File: config.mk
export PLATFORM = sky130hd
export DESIGN_NAME = perf_counters
export DESIGN_NICKNAME = d
export VERILOG_FILES = /design/src/rtl/perf_counters.sv
export SDC_FILE = /design/constraint.sdc
export NUM_CORES = 1
export LEC_CHECK = 0
export BUFFER_PORTS_ARGS = -buffer_cell sky130_fd_sc_hd__buf_4
export CORE_UTILIZATION = 50
export CTS_BUF_LIST = sky130_fd_sc_hd__clkbuf_16
export DETAILED_ROUTE_END_ITERATION = 12
export GPL_ROUTABILITY_DRIVEN = 0
export GPL_TIMING_DRIVEN = 1
export PLACE_DENSITY = 0.75
export SLEW_MARGIN = 20
export SYNTH_ARGS = -nofsm -noshare
export SYNTH_HDL_FRONTEND = slang
export SYNTH_SLANG_ARGS = --single-unit
File: constraint.sdc
create_clock -name clk -period 5.4 [get_ports clk]
set_clock_uncertainty 0.05 [all_clocks]
set_input_delay 0.54 -clock clk [delete_from_list [all_inputs] [get_ports clk]]
set_output_delay 0.54 -clock clk [all_outputs]
set_load 0.01 [all_outputs]
File: src/rtl/perf_counters.sv
// Cycle/event performance counters with syscall print/exit monitor and a registered read port.
// Optional snapshot shadow registers are enabled with `define PERF_SNAPSHOT_EN.
module perf_counters #(
    parameter int WIDTH   = 32,
    parameter int NUM_EVT = 4,
    parameter int SAT     = 0,
    localparam int SW     = $clog2(NUM_EVT + 1)
) (
    input  logic               clk,
    input  logic               rst,
    input  logic [31:0]        a_val,
    input  logic [31:0]        b_val,
    input  logic               syscall_t,
    input  logic               run,
    input  logic [NUM_EVT-1:0] evt,
    input  logic               clr,
    input  logic               snap,
    input  logic [SW-1:0]      rd_sel,
    output logic [WIDTH-1:0]   rd_data,
    output logic [WIDTH-1:0]   total_cycles,
    output logic [NUM_EVT:0]   ovf,
    output logic [31:0]        syscall_out,
    output logic               show_valid,
    output logic               halt
);

    typedef enum logic {
        ST_RUN    = 1'b0,
        ST_HALTED = 1'b1
    } state_t;

    state_t             state_q, state_d;
    logic               act, sys_exit, sys_show;
    logic [NUM_EVT:0]   inc;
    logic [WIDTH-1:0]   cnt_q [NUM_EVT+1];
    logic [WIDTH-1:0]   cnt_d [NUM_EVT+1];
    logic [WIDTH-1:0]   rd_src [NUM_EVT+1];
    logic [NUM_EVT:0]   ovf_q, ovf_d;
    logic [WIDTH-1:0]   rd_data_q, rd_data_d;
    logic [31:0]        sys_q, sys_d;
    logic               show_q;

    assign act      = run && (state_q == ST_RUN);
    assign sys_exit = act && syscall_t && (a_val == 32'd10);
    assign sys_show = act && syscall_t && (a_val == 32'd34);
    // Slot 0 is the cycle counter; slot k counts event k-1.
    assign inc      = {evt & {NUM_EVT{act}}, act};

    always_comb begin
        state_d = state_q;
        if (state_q == ST_RUN && sys_exit) begin
            state_d = ST_HALTED;
        end
    end

    always_comb begin
        ovf_d = ovf_q;
        for (int k = 0; k <= NUM_EVT; k++) begin
            cnt_d[k] = cnt_q[k];
            if (clr) begin
                cnt_d[k] = '0;
                ovf_d[k] = 1'b0;
            end else if (inc[k]) begin
                if (&cnt_q[k]) begin
                    ovf_d[k] = 1'b1;
                    cnt_d[k] = (SAT != 0) ? cnt_q[k] : '0;
                end else begin
                    cnt_d[k] = cnt_q[k] + WIDTH'(1);
                end
            end
        end
    end

    always_comb begin
        sys_d = sys_q;
        if (sys_show) begin
            sys_d = b_val;
        end
    end

`ifdef PERF_SNAPSHOT_EN
    logic [WIDTH-1:0] shd_q [NUM_EVT+1];

    // Shadows capture pre-edge counter values, so clr/increment on the snap edge is excluded.
    always_ff @(posedge clk) begin
        if (rst) begin
            for (int k = 0; k <= NUM_EVT; k++) shd_q[k] <= '0;
        end else if (snap) begin
            for (int k = 0; k <= NUM_EVT; k++) shd_q[k] <= cnt_q[k];
        end
    end

    always_comb begin
        for (int k = 0; k <= NUM_EVT; k++) rd_src[k] = shd_q[k];
    end
`else
    logic unused_snap;
    assign unused_snap = snap;

    always_comb begin
        for (int k = 0; k <= NUM_EVT; k++) rd_src[k] = cnt_q[k];
    end
`endif

    // Out-of-range selects fall through to zero.
    always_comb begin
        rd_data_d = '0;
        for (int k = 0; k <= NUM_EVT; k++) begin
            if (rd_sel == SW'(k)) rd_data_d = rd_src[k];
        end
    end

    always_ff @(posedge clk) begin
        if (rst) begin
            state_q   <= ST_RUN;
            ovf_q     <= '0;
            rd_data_q <= '0;
            sys_q     <= '0;
            show_q    <= 1'b0;
            for (int k = 0; k <= NUM_EVT; k++) cnt_q[k] <= '0;
        end else begin
            state_q   <= state_d;
            ovf_q     <= ovf_d;
            rd_data_q <= rd_data_d;
            sys_q     <= sys_d;
            show_q    <= sys_show;
            for (int k = 0; k <= NUM_EVT; k++) cnt_q[k] <= cnt_d[k];
        end
    end

    assign rd_data      = rd_data_q;
    assign total_cycles = cnt_q[0];
    assign ovf          = ovf_q;
    assign syscall_out  = sys_q;
    assign show_valid   = show_q;
    assign halt         = (state_q == ST_HALTED);

endmodule

==> flow_summary.json <==
{
  "status": "complete, no violations",
  "clk_pin_slew_worst_paths_ns": 0.06,
  "sequentialPowerShare_pct": 50.4,
  "yosysWarningCount": 0,
  "clkSinkCount": 231,
  "clkPwrFrac_pct": 45.3,
  "hold_viol_final": 0,
  "setup_tns_ns": 0,
  "port_buffers": 178,
  "cp.arrival_ns": 3.53,
  "power_frac_comb_pct": 4.3,
  "antenna_found_initial": 0,
  "drt-pass1-iter-count": 5,
  "yosysTopAreaCell": "dfxtp_1",
  "synthesis.area_mm2": 0.0111,
  "p_switching_mw": 0.757,
  "cts_buffers": 24,
  "postCtsHoldBufs": 0,
  "synth_edf_count": 0,
  "routedWlPerCell_um": 17.8,
  "path_class": "register to register",
  "drt_iter0_drc": 709,
  "postSynthAreaPerCell_um2": 8.67,
  "worstPathCellList": "nand4_1 > or4_1 > or2_4 > o31ai_4 > buf_4 > nor2_1",
  "die_w_um": 151,
  "worstMarginPinSlew_ns": 1.02,
  "final_antenna_net_count": 0,
  "dp.cells": 1648,
  "top_layer": "met4",
  "grt_max_degree": 69,
  "die_h_um": 151,
  "rsz0062_at_grt": "false",
  "yosys.area.top_type_share_pct": 41.8,
  "drc": 0,
  "finalMaxSlewViolations": 0,
  "fmax_ghz": 0.314,
  "worstPathRequired_ns": 5.75,
  "critPathMaxStageDelay_ns": 0.80,
  "final_cells": 1689,
  "post-dp-hpwl_um": 21900,
  "n_fill_cell": 1895,
  "netlist_instances": 1275,
  "grt_overflow": 0,
  "peakVddDrop_mv": 0.181,
  "htree_levels": 1,
  "die-area_mm2": 0.0227,
  "root_buffer": "clkbuf_16",
  "clk_path_buf_depth": 3,
  "wl_met3_um": 2170,
  "cts_setup_buffers": 0,
  "max_cap_viol_count": 0,
  "fin_nets": 1476,
  "ys.flop_type": "dfxtp_1",
  "period_share_pct": 58.9,
  "drive_gt1_share_pct": 17.2,
  "ys_seq_elements": 231,
  "slew_headroom_pct": 31.5,
  "p_total_mw": 3.40,
  "min_period_ns": 3.18,
  "hold_class": "primary input to register",
  "routed_via_density": 5.75,
  "wl_met2_um": 14200,
  "wirelength_met1_um": 12900,
  "routed-via-count": 9720,
  "row_count": 54,
  "cts_tree": "done",
  "clk_latency_ns": 0.52,
  "final_core_util_pct": 60.0,
  "synth.distinct_cells": 50,
  "ioPinCount": 180,
  "synthTopCellsByArea": "dfxtp_1, nor2_1, xor2_1, mux2i_1, xnor2_1",
  "cts-resized-gates": 0,
  "grt_usage_pct": 26.0,
  "p_int_mw": 2.65,
  "grt_pass1_wl_um": 46100,
  "worst_setup_path_start_kind": "register",
  "ys_seq_area_share_pct": 41.8,
  "endpoint_kind": "register",
  "ys_async_sr_fraction_pct": 0,
  "diodes": 0,
  "hold_ws_ns": 0.207,
  "initial_core_util_pct": 50.8,
  "synth.most_common_cell": "nor2_1",
  "syn2layout_area_growth_pct": 18.0,
  "pwr_density_cell_mw_per_mm2": 261,
  "swShare_pct": 22.2,
  "fp.coreArea_mm2": 0.0218,
  "critPathMaxFanout": 18,
  "wl_um": 30100,
  "synth_fp_nets": 1357,
  "synthTopCellsByCount": "nor2_1, dfxtp_1, xor2_1, nand2_1, nand3_1",
  "final-setup-viol-count": 0,
  "power.leakage_nw": 4.64,
  "grt_pass1_vias": 8642,
  "slowest_stage": "or4_1"
}
[flip-flops by register name (all words and copies together), names as in the netlist]
name,cells
cnt_q,160
halt,1
ovf,5
rd_data,32
show_valid,1
syscall_out,32
[path summary, 6_finish.rpt]
kind                 from         endpoint  slack (ns)  depth (start not counted)
min reg2reg        ovf[4]           ovf[4]        0.42                          1
min             b_val[16]  syscall_out[16]        0.21                          3
max          cnt_q[0][72]     cnt_q[0][67]        2.22                          6
max reg2reg  cnt_q[0][72]     cnt_q[0][67]        2.22                          6
[per-layer routing]
metal	track usage, %	vias up
li1	-	4680
met1	35.5	4653
met2	41.6	332
met3	4.91	55
met4	7.75	0
met5	0	-
[layout by cell type (no fill, tap or decap), types with 18 or more instances in the layout]
cell | synthesis | layout
nor2_1 | 238 | 238
dfxtp_1 | 231 | 231
buf_4 | 34 | 186
xor2_1 | 84 | 84
nand2_1 | 82 | 82
nand3_1 | 71 | 71
nand4_1 | 63 | 63
xnor2_1 | 59 | 59
mux2i_1 | 56 | 56
nor3_1 | 32 | 32
a22oi_1 | 32 | 32
o21ai_0 | 27 | 26
and3_1 | 25 | 25
clkbuf_16 | 0 | 25
a211oi_1 | 23 | 23
nor4_1 | 23 | 22
and4_1 | 18 | 18
inv_1 | 13 | 18
[cell families after synthesis]
group	Yosys count	synth area share (%)
AND/OR/NAND/NOR	613	27.4
flip-flops	231	41.8
XOR/XNOR	143	11.3
AO/OA/AOI/OAI	111	6.82
buffers and inverters	107	5.15
multiplexers	65	6.90
adder cells (fa/ha/maj)	5	0.566
[area by class of cell]
type | instances | area (um^2) | area share [%]
clock buffer | 25 | 626 | 4.80
clock inverter | 16 | 90.1 | 0.691
inverter | 14 | 52.6 | 0.403
multi-input combinational | 937 | 5900 | 45.3
sequential | 231 | 4620 | 35.5
tap | 280 | 350 | 2.69
timing repair buffer | 186 | 1400 | 10.7
[power by group through the flow]
stage	Sequential, mW	Combinational, mW	Clock, mW
6_report	1.71	0.146	1.54
5_1_grt	1.71	0.157	1.63
4_1_cts	1.71	0.146	1.56
3_5_place_dp	1.75	0.145	0
3_3_place_gp	1.75	0.143	0
2_1_floorplan	1.75	0.0751	0
[worst max-delay path, delay by kind of cell (launching register included)]
kind                   cells  cell delay (ns)
buffers and inverters      1             0.35
flip-flops                 1             0.45
AND/OR/NAND/NOR            4             1.62
AO/OA/AOI/OAI              1             0.59
[through the flow]
| step | setup slack [ns] | instance area [um^2] |
|---|---|---|
| after floorplan | 3.21 | 11100 |
| after global placement | 2.35 | 12300 |
| after detailed placement | 2.29 | 12300 |
| after CTS | 2.27 | 13000 |
| after global routing | 2.12 | 13000 |
| final | 2.22 | 13000 |
No activity file was read; power rests on OpenSTA's default activity.
